$ cat config.mk
export PLATFORM = sky130hd
export DESIGN_NAME = lfsr_ctrl
export DESIGN_NICKNAME = d
export VERILOG_FILES = /design/src/rtl/lfsr_pkg.sv /design/src/rtl/lfsr_period_counter.sv /design/src/rtl/lfsr_ctrl.sv
export SDC_FILE = /design/constraint.sdc
export NUM_CORES = 1
export LEC_CHECK = 0
export CAP_MARGIN = 0
export CORE_MARGIN = 2
export CORE_UTILIZATION = 40
export CTS_CLUSTER_SIZE = 20
export DETAILED_ROUTE_END_ITERATION = 7
export SYNTH_ARGS = -nofsm -noshare
export SYNTH_HDL_FRONTEND = slang
export SYNTH_SLANG_ARGS = --single-unit
$ cat constraint.sdc
create_clock -name clk -period 9.05 [get_ports clk]
set_clock_uncertainty 0.15 [all_clocks]
set_input_delay 2.2625 -clock clk [delete_from_list [all_inputs] [get_ports clk]]
set_output_delay 2.2625 -clock clk [all_outputs]
set_load 0.02 [all_outputs]
$ cat src/rtl/lfsr_pkg.sv
// Shared definitions for the LFSR sequencing controller: FSM state encoding,
// default parameter values and the step-counter width.
package lfsr_pkg;

  typedef enum logic [1:0] {
    S_IDLE = 2'd0,
    S_LOAD = 2'd1,
    S_RUN  = 2'd2,
    S_DONE = 2'd3
  } state_t;

  localparam int W_DEF        = 8;
  localparam int LOAD_CYC_DEF = 2;
  localparam int TIMEOUT_DEF  = 1023;
  localparam int STEP_W       = 16;

  // Saturating increment: the step count sticks at all-ones rather than wrapping.
  function automatic logic [STEP_W-1:0] sat_inc(input logic [STEP_W-1:0] v);
    return (v == {STEP_W{1'b1}}) ? v : v + 1'b1;
  endfunction

endpackage

$ cat src/rtl/lfsr_period_counter.sv
// Step counter plus seed-recurrence compare. Counts generator steps since the
// last accepted start and flags the cycle where the generator output has come
// back round to the seed after at least one step.
module lfsr_period_counter
  import lfsr_pkg::*;
#(
  parameter int W = W_DEF
) (
  input  logic              clk,
  input  logic              rst_n,
  input  logic              clr,
  input  logic              inc,
  input  logic [W-1:0]      seed,
  input  logic [W-1:0]      lfsr,
  output logic [STEP_W-1:0] step,
  output logic [STEP_W-1:0] step_nxt,
  output logic              match
);

  assign step_nxt = sat_inc(step);
  assign match    = (step != '0) && (lfsr == seed);

  // Step counter: cleared on each accepted start, advances on every enabled step
  always_ff @(posedge clk or negedge rst_n) begin
    if (!rst_n) begin
      step <= '0;
    end else if (clr) begin
      step <= '0;
    end else if (inc) begin
      step <= step_nxt;
    end
  end

endmodule

$ cat src/rtl/lfsr_ctrl.sv
// LFSR sequencing controller. Loads a seed into an external generator, steps it
// for a burst (or indefinitely), and reports completion.
// Optional feature macro: LFSR_CTRL_PERIOD_CHECK_EN -- adds seed-recurrence
// detection (period measurement, maximal-period flag, search timeout). Without
// it the period/status outputs are tied low and a zero burst runs until stop.
module lfsr_ctrl
  import lfsr_pkg::*;
#(
  parameter int W        = W_DEF,
  parameter int LOAD_CYC = LOAD_CYC_DEF,
  parameter int TIMEOUT  = TIMEOUT_DEF
) (
  input  logic         clk,
  input  logic         i_rst_n,
  input  logic         i_start,
  input  logic         i_stop,
  input  logic         i_pause,
  input  logic [W-1:0] i_seed,
  input  logic [15:0]  i_burst,
  input  logic [W-1:0] i_lfsr,
  output logic         o_gen_valid,
  output logic         o_gen_soft_reset,
  output logic [W-1:0] o_gen_seed,
  output logic         o_busy,
  output logic         o_done,
  output logic         o_err_seed_zero,
  output logic         o_timeout,
  output logic         o_period_ok,
  output logic [15:0]  o_period
);

  state_t              state;
  logic [15:0]         load_cnt;
  logic [W-1:0]        seed_q;
  logic [STEP_W-1:0]   burst_q;
  logic [STEP_W-1:0]   step;
  logic [STEP_W-1:0]   step_nxt;
  logic                start_acc;
  logic                burst_end;
  logic                per_end;

  assign start_acc   = (state == S_IDLE) && i_start && !i_stop && (i_seed != '0);
  // Step enable follows pause within the same cycle, so it is decoded from the
  // registered state rather than registered itself.
  assign o_gen_valid = (state == S_RUN) && !i_pause;
  assign o_gen_seed  = seed_q;
  assign burst_end   = o_gen_valid && (burst_q != '0) && (step_nxt == burst_q);

`ifdef LFSR_CTRL_PERIOD_CHECK_EN
  localparam logic [STEP_W-1:0] FULL_PERIOD = STEP_W'((64'd1 << W) - 64'd1);

  logic        match;
  logic        hit;
  logic        to_end;
  logic        found_q;
  logic        timeout_q;
  logic        period_ok_q;
  logic [15:0] period_q;

  lfsr_period_counter #(.W(W)) u_period_counter (
    .clk      (clk),
    .rst_n    (i_rst_n),
    .clr      (start_acc),
    .inc      (o_gen_valid),
    .seed     (seed_q),
    .lfsr     (i_lfsr),
    .step     (step),
    .step_nxt (step_nxt),
    .match    (match)
  );

  // Only the first recurrence in a run is recorded.
  assign hit     = (state == S_RUN) && match && !found_q;
  assign to_end  = o_gen_valid && (burst_q == '0) && !hit && (step_nxt == STEP_W'(TIMEOUT));
  assign per_end = (burst_q == '0) && (hit || to_end);

  assign o_period    = period_q;
  assign o_period_ok = period_ok_q;
  assign o_timeout   = timeout_q;

  // Period/status latch: cleared on accepted start, then holds the first result
  always_ff @(posedge clk or negedge i_rst_n) begin
    if (!i_rst_n) begin
      period_q    <= '0;
      period_ok_q <= 1'b0;
      timeout_q   <= 1'b0;
      found_q     <= 1'b0;
    end else if (start_acc) begin
      period_q    <= '0;
      period_ok_q <= 1'b0;
      timeout_q   <= 1'b0;
      found_q     <= 1'b0;
    end else if ((state == S_RUN) && !i_stop) begin
      if (hit) begin
        period_q    <= step;
        period_ok_q <= (step == FULL_PERIOD);
        found_q     <= 1'b1;
      end
      if (to_end) begin
        timeout_q <= 1'b1;
      end
    end
  end
`else
  logic lfsr_unused;

  assign lfsr_unused = ^i_lfsr;
  assign step_nxt    = sat_inc(step);
  assign per_end     = 1'b0;
  assign o_period    = '0;
  assign o_period_ok = 1'b0;
  assign o_timeout   = 1'b0;

  // Step counter: cleared on accepted start, advances on every enabled step
  always_ff @(posedge clk or negedge i_rst_n) begin
    if (!i_rst_n) begin
      step <= '0;
    end else if (start_acc) begin
      step <= '0;
    end else if (o_gen_valid) begin
      step <= step_nxt;
    end
  end
`endif

  // Control FSM: sequences seed load, stepping and completion with registered outputs
  always_ff @(posedge clk or negedge i_rst_n) begin
    if (!i_rst_n) begin
      state            <= S_IDLE;
      load_cnt         <= '0;
      seed_q           <= '0;
      burst_q          <= '0;
      o_gen_soft_reset <= 1'b0;
      o_busy           <= 1'b0;
      o_done           <= 1'b0;
      o_err_seed_zero  <= 1'b0;
    end else begin
      o_done          <= 1'b0;
      o_err_seed_zero <= 1'b0;
      case (state)
        S_IDLE: begin
          if (i_start && !i_stop) begin
            if (i_seed == '0) begin
              o_err_seed_zero <= 1'b1;
            end else begin
              seed_q           <= i_seed;
              burst_q          <= i_burst;
              load_cnt         <= '0;
              o_gen_soft_reset <= 1'b1;
              o_busy           <= 1'b1;
              state            <= S_LOAD;
            end
          end
        end
        S_LOAD: begin
          if (i_stop) begin
            o_gen_soft_reset <= 1'b0;
            o_done           <= 1'b1;
            state            <= S_DONE;
          end else if (load_cnt == 16'(LOAD_CYC - 1)) begin
            o_gen_soft_reset <= 1'b0;
            state            <= S_RUN;
          end else begin
            load_cnt <= load_cnt + 16'd1;
          end
        end
        S_RUN: begin
          if (i_stop || burst_end || per_end) begin
            o_done <= 1'b1;
            state  <= S_DONE;
          end
        end
        S_DONE: begin
          o_busy <= 1'b0;
          state  <= S_IDLE;
        end
        default: begin
          state <= S_IDLE;
        end
      endcase
    end
  end

endmodule

==> results.json <==
{
  "status": "finished clean",
  "switchingPower_mw": 0.396,
  "grt_pass1_vias": 2850,
  "ir_drop_mv": 0.141,
  "r2r_slack_ps": 5490,
  "crit_chain": "clkdlybuf4s50_1, nor2b_1, clkdlybuf4s50_1",
  "critPathKind": "input pin to output pin",
  "intPower_mw": 0.680,
  "critPathTopFamily": "buffers and inverters",
  "finalHoldViolCount": 0,
  "antenna_found_initial": 0,
  "finalCritPeriodShare_pct": 70.9,
  "io_buffer_count": 41,
  "setup_violations": 0,
  "holdPathEnd": "o_gen_seed[1]$_DFFE_PN0P_",
  "synth_warnings": 0,
  "drcViolationCount": 0,
  "critical_path_arrival_ps": 4000,
  "rsz0062_at_grt": "false",
  "slew_viol_final": 0,
  "grt_usage_pct": 17.4,
  "pwr-share-clk_pct": 21.7,
  "seqPwrFrac_pct": 41.0,
  "cts_tree": "done",
  "pre_cts_ws_ps": 2580,
  "hold-path-cell-count": 1,
  "place_area_um2": 4190,
  "fin_ws_ps": 2640,
  "ys_seq_area_share_pct": 41.2,
  "dpl.hpwl_mm": 5.67,
  "synth_cell_types": 59,
  "powerDensity_nw_per_um2": 246,
  "clock_path_buffers": 2,
  "end_kind": "output pin",
  "synthCells": 395,
  "diodes": 0,
  "tightest_slew_ps": 977,
  "cp-start-kind": "input pin",
  "finalSetupTns_ps": 0,
  "boundaryPins": 68,
  "clkTransAtPathRegs_ps": 80,
  "synth_area_um2": 3770,
  "grt_pass1_wl_mm": 14.1,
  "cts_made_buffers": 9,
  "combPwrFrac_pct": 37.3,
  "switching_share_pct": 36.8,
  "syn2layout_area_growth_pct": 16.1,
  "crit_required_ps": 6640,
  "leakage_nw": 1.79,
  "critPathBufInv": 2,
  "final_nets": 474,
  "relSlewSlack_pct": 34.8,
  "ys.flop_type": "dfrtp_1",
  "root_buffer": "clkbuf_8",
  "crit_slowest_cell": "clkdlybuf4s50_1",
  "die_y_um": 101,
  "timing.fmax_mhz": 156,
  "grt_start_max_net_pins": 63,
  "clock_latency_ps": 330,
  "die_x_um": 101,
  "drv_cap": 0,
  "hold_buffers": 0,
  "ant_nets": 0,
  "fillers": 883,
  "hold_path_class": "flop to flop",
  "final_layout_size_suffix_gt1_share_pct": 12.2,
  "r2r_end": "state[1]$_DFFE_PN0P_",
  "design_area_um2": 4370,
  "place.gp.congestion": 0.791,
  "avgViaCountPerCell": 5.39,
  "rr_worst_depth": 9,
  "critPathMaxFanout": 9,
  "synth-seq-cells": 62,
  "rr_startpoint": "step[0]$_DFFE_PN0P_",
  "power_mw": 1.08,
  "path_common_cell": "clkdlybuf4s50_1",
  "vias": 2942,
  "final_util_pct": 47.6,
  "dieArea_um2": 10200,
  "post_cts_buffers": 0,
  "wl_mm": 8.20,
  "first_iter_violations": 173,
  "critPathMaxStageDelay_ps": 730,
  "coreArea_um2": 9200,
  "start_util_pct": 41.0,
  "syn-mean-instance-area_um2": 9.54,
  "min_period_ps": 6410,
  "min_from": "o_gen_seed[1]$_DFFE_PN0P_",
  "grt.overflow.total": 0,
  "rows": 35,
  "wl_per_cell_um": 15.0,
  "first_pass_iters": 4,
  "async_flop_share_pct": 100,
  "final_cell_mix": "62 x dfrtp_1, 40 x clkdlybuf4s50_1, 36 x nor2_1",
  "synth_edf_count": 0,
  "clkSinkCount": 62,
  "htree_levels": 3,
  "ctsResizeCount": 0,
  "layout_commonest_cell": "dfrtp_1"
}
## worst register-to-register path: cells and delay by family (launching register included)
kind                     cells  cell delay [ps]
AO/OA/AOI/OAI                2              450
adder cells (fa/ha/maj)      1              340
flip-flops                   1              500
multiplexers                 1              320
AND/OR/NAND/NOR              5             1710
## layout make-up
class	instances	area, um2	area share [%]
clock inverters	3	17.5	0.401
flip-flops and latches	62	1550	35.5
well taps	111	139	3.18
inverters	12	45.0	1.03
clock buffers	13	169	3.86
multi-input cells	302	2030	46.4
repair buffers	43	420	9.61
## synthesized netlist by cell type (3+ instances only)
cell type  instances  area (um2)
xnor2_1           14         123
a21oi_1           12        60.1
ha_1               7        87.6
or3_1              8        50.1
o21ai_0           18        90.1
inv_1             12        45.0
and2_1             3        18.8
xor2_1            20         175
nand4_1           11        68.8
or2_2              3        18.8
buf_2              6        30.0
nor2b_1           10        62.6
dfrtp_1           62        1550
and3_1             3        18.8
nand2b_1           7        43.8
clkbuf_1          11        41.3
mux2_2            22         248
nor2_1            36         135
nor3_1             8        40.0
nor4_1            11        68.8
buf_4             18         135
nand2_1           27         101
nand3_1           16        80.1
nor3b_1            4        30.0
## power groups by stage
stage	Sequential, mW	Clock, mW	Combinational [mW]
after floorplan	0.442	0	0.273
after global placement	0.442	0	0.392
after detailed placement	0.445	0	0.401
after CTS	0.441	0.241	0.404
after global routing	0.455	0.253	0.444
final	0.440	0.234	0.401
## routing by layer
layer / part of all wire (%) / global-route usage (%)
met5: 0 / 0
met4: 1.1 / 5.30
met3: 4.3 / 3.12
met2: 45 / 26.3
met1: 50 / 25.3
## how the worst max path moves through the flow
| stage | startpoint | endpoint | depth (start not counted) |
|---|---|---|---|
| after CTS | i_pause | o_gen_valid | 3 |
| after global routing | i_pause | o_gen_valid | 3 |
| after global placement | i_pause | o_gen_valid | 3 |
| after floorplan | i_pause | o_gen_valid | 2 |
| final | i_pause | o_gen_valid | 3 |
| after detailed placement | i_pause | o_gen_valid | 3 |
## registers in the layout (all words and copies together) (netlist names)
signal and flops:
burst_q 16, load_cnt 16, o_busy 1, o_done 1
o_err_seed_zero 1, o_gen_seed 8, o_gen_soft_reset 1, state 2
step 16
## cell families (layout without fill, tap and decap cells)
logic type	after synthesis	in the layout	share of synthesized area, %
xor+xnor	34	34	7.90
simple gates	163	163	24.7
flops	62	62	41.2
fa+ha+maj	7	7	2.32
compound gates	55	55	9.43
buf+inv	48	71	6.81
mux	25	25	7.51
other cells	1	18	0.0995
## metrics by stage
step / hold WS [ps] / std cells
floorplan: 356 / 412
global placement: 340 / 530
detailed placement: 350 / 530
CTS: 369 / 546
global route: 388 / 546
finish: 364 / 546
No activity file was read; power rests on OpenSTA's default activity.
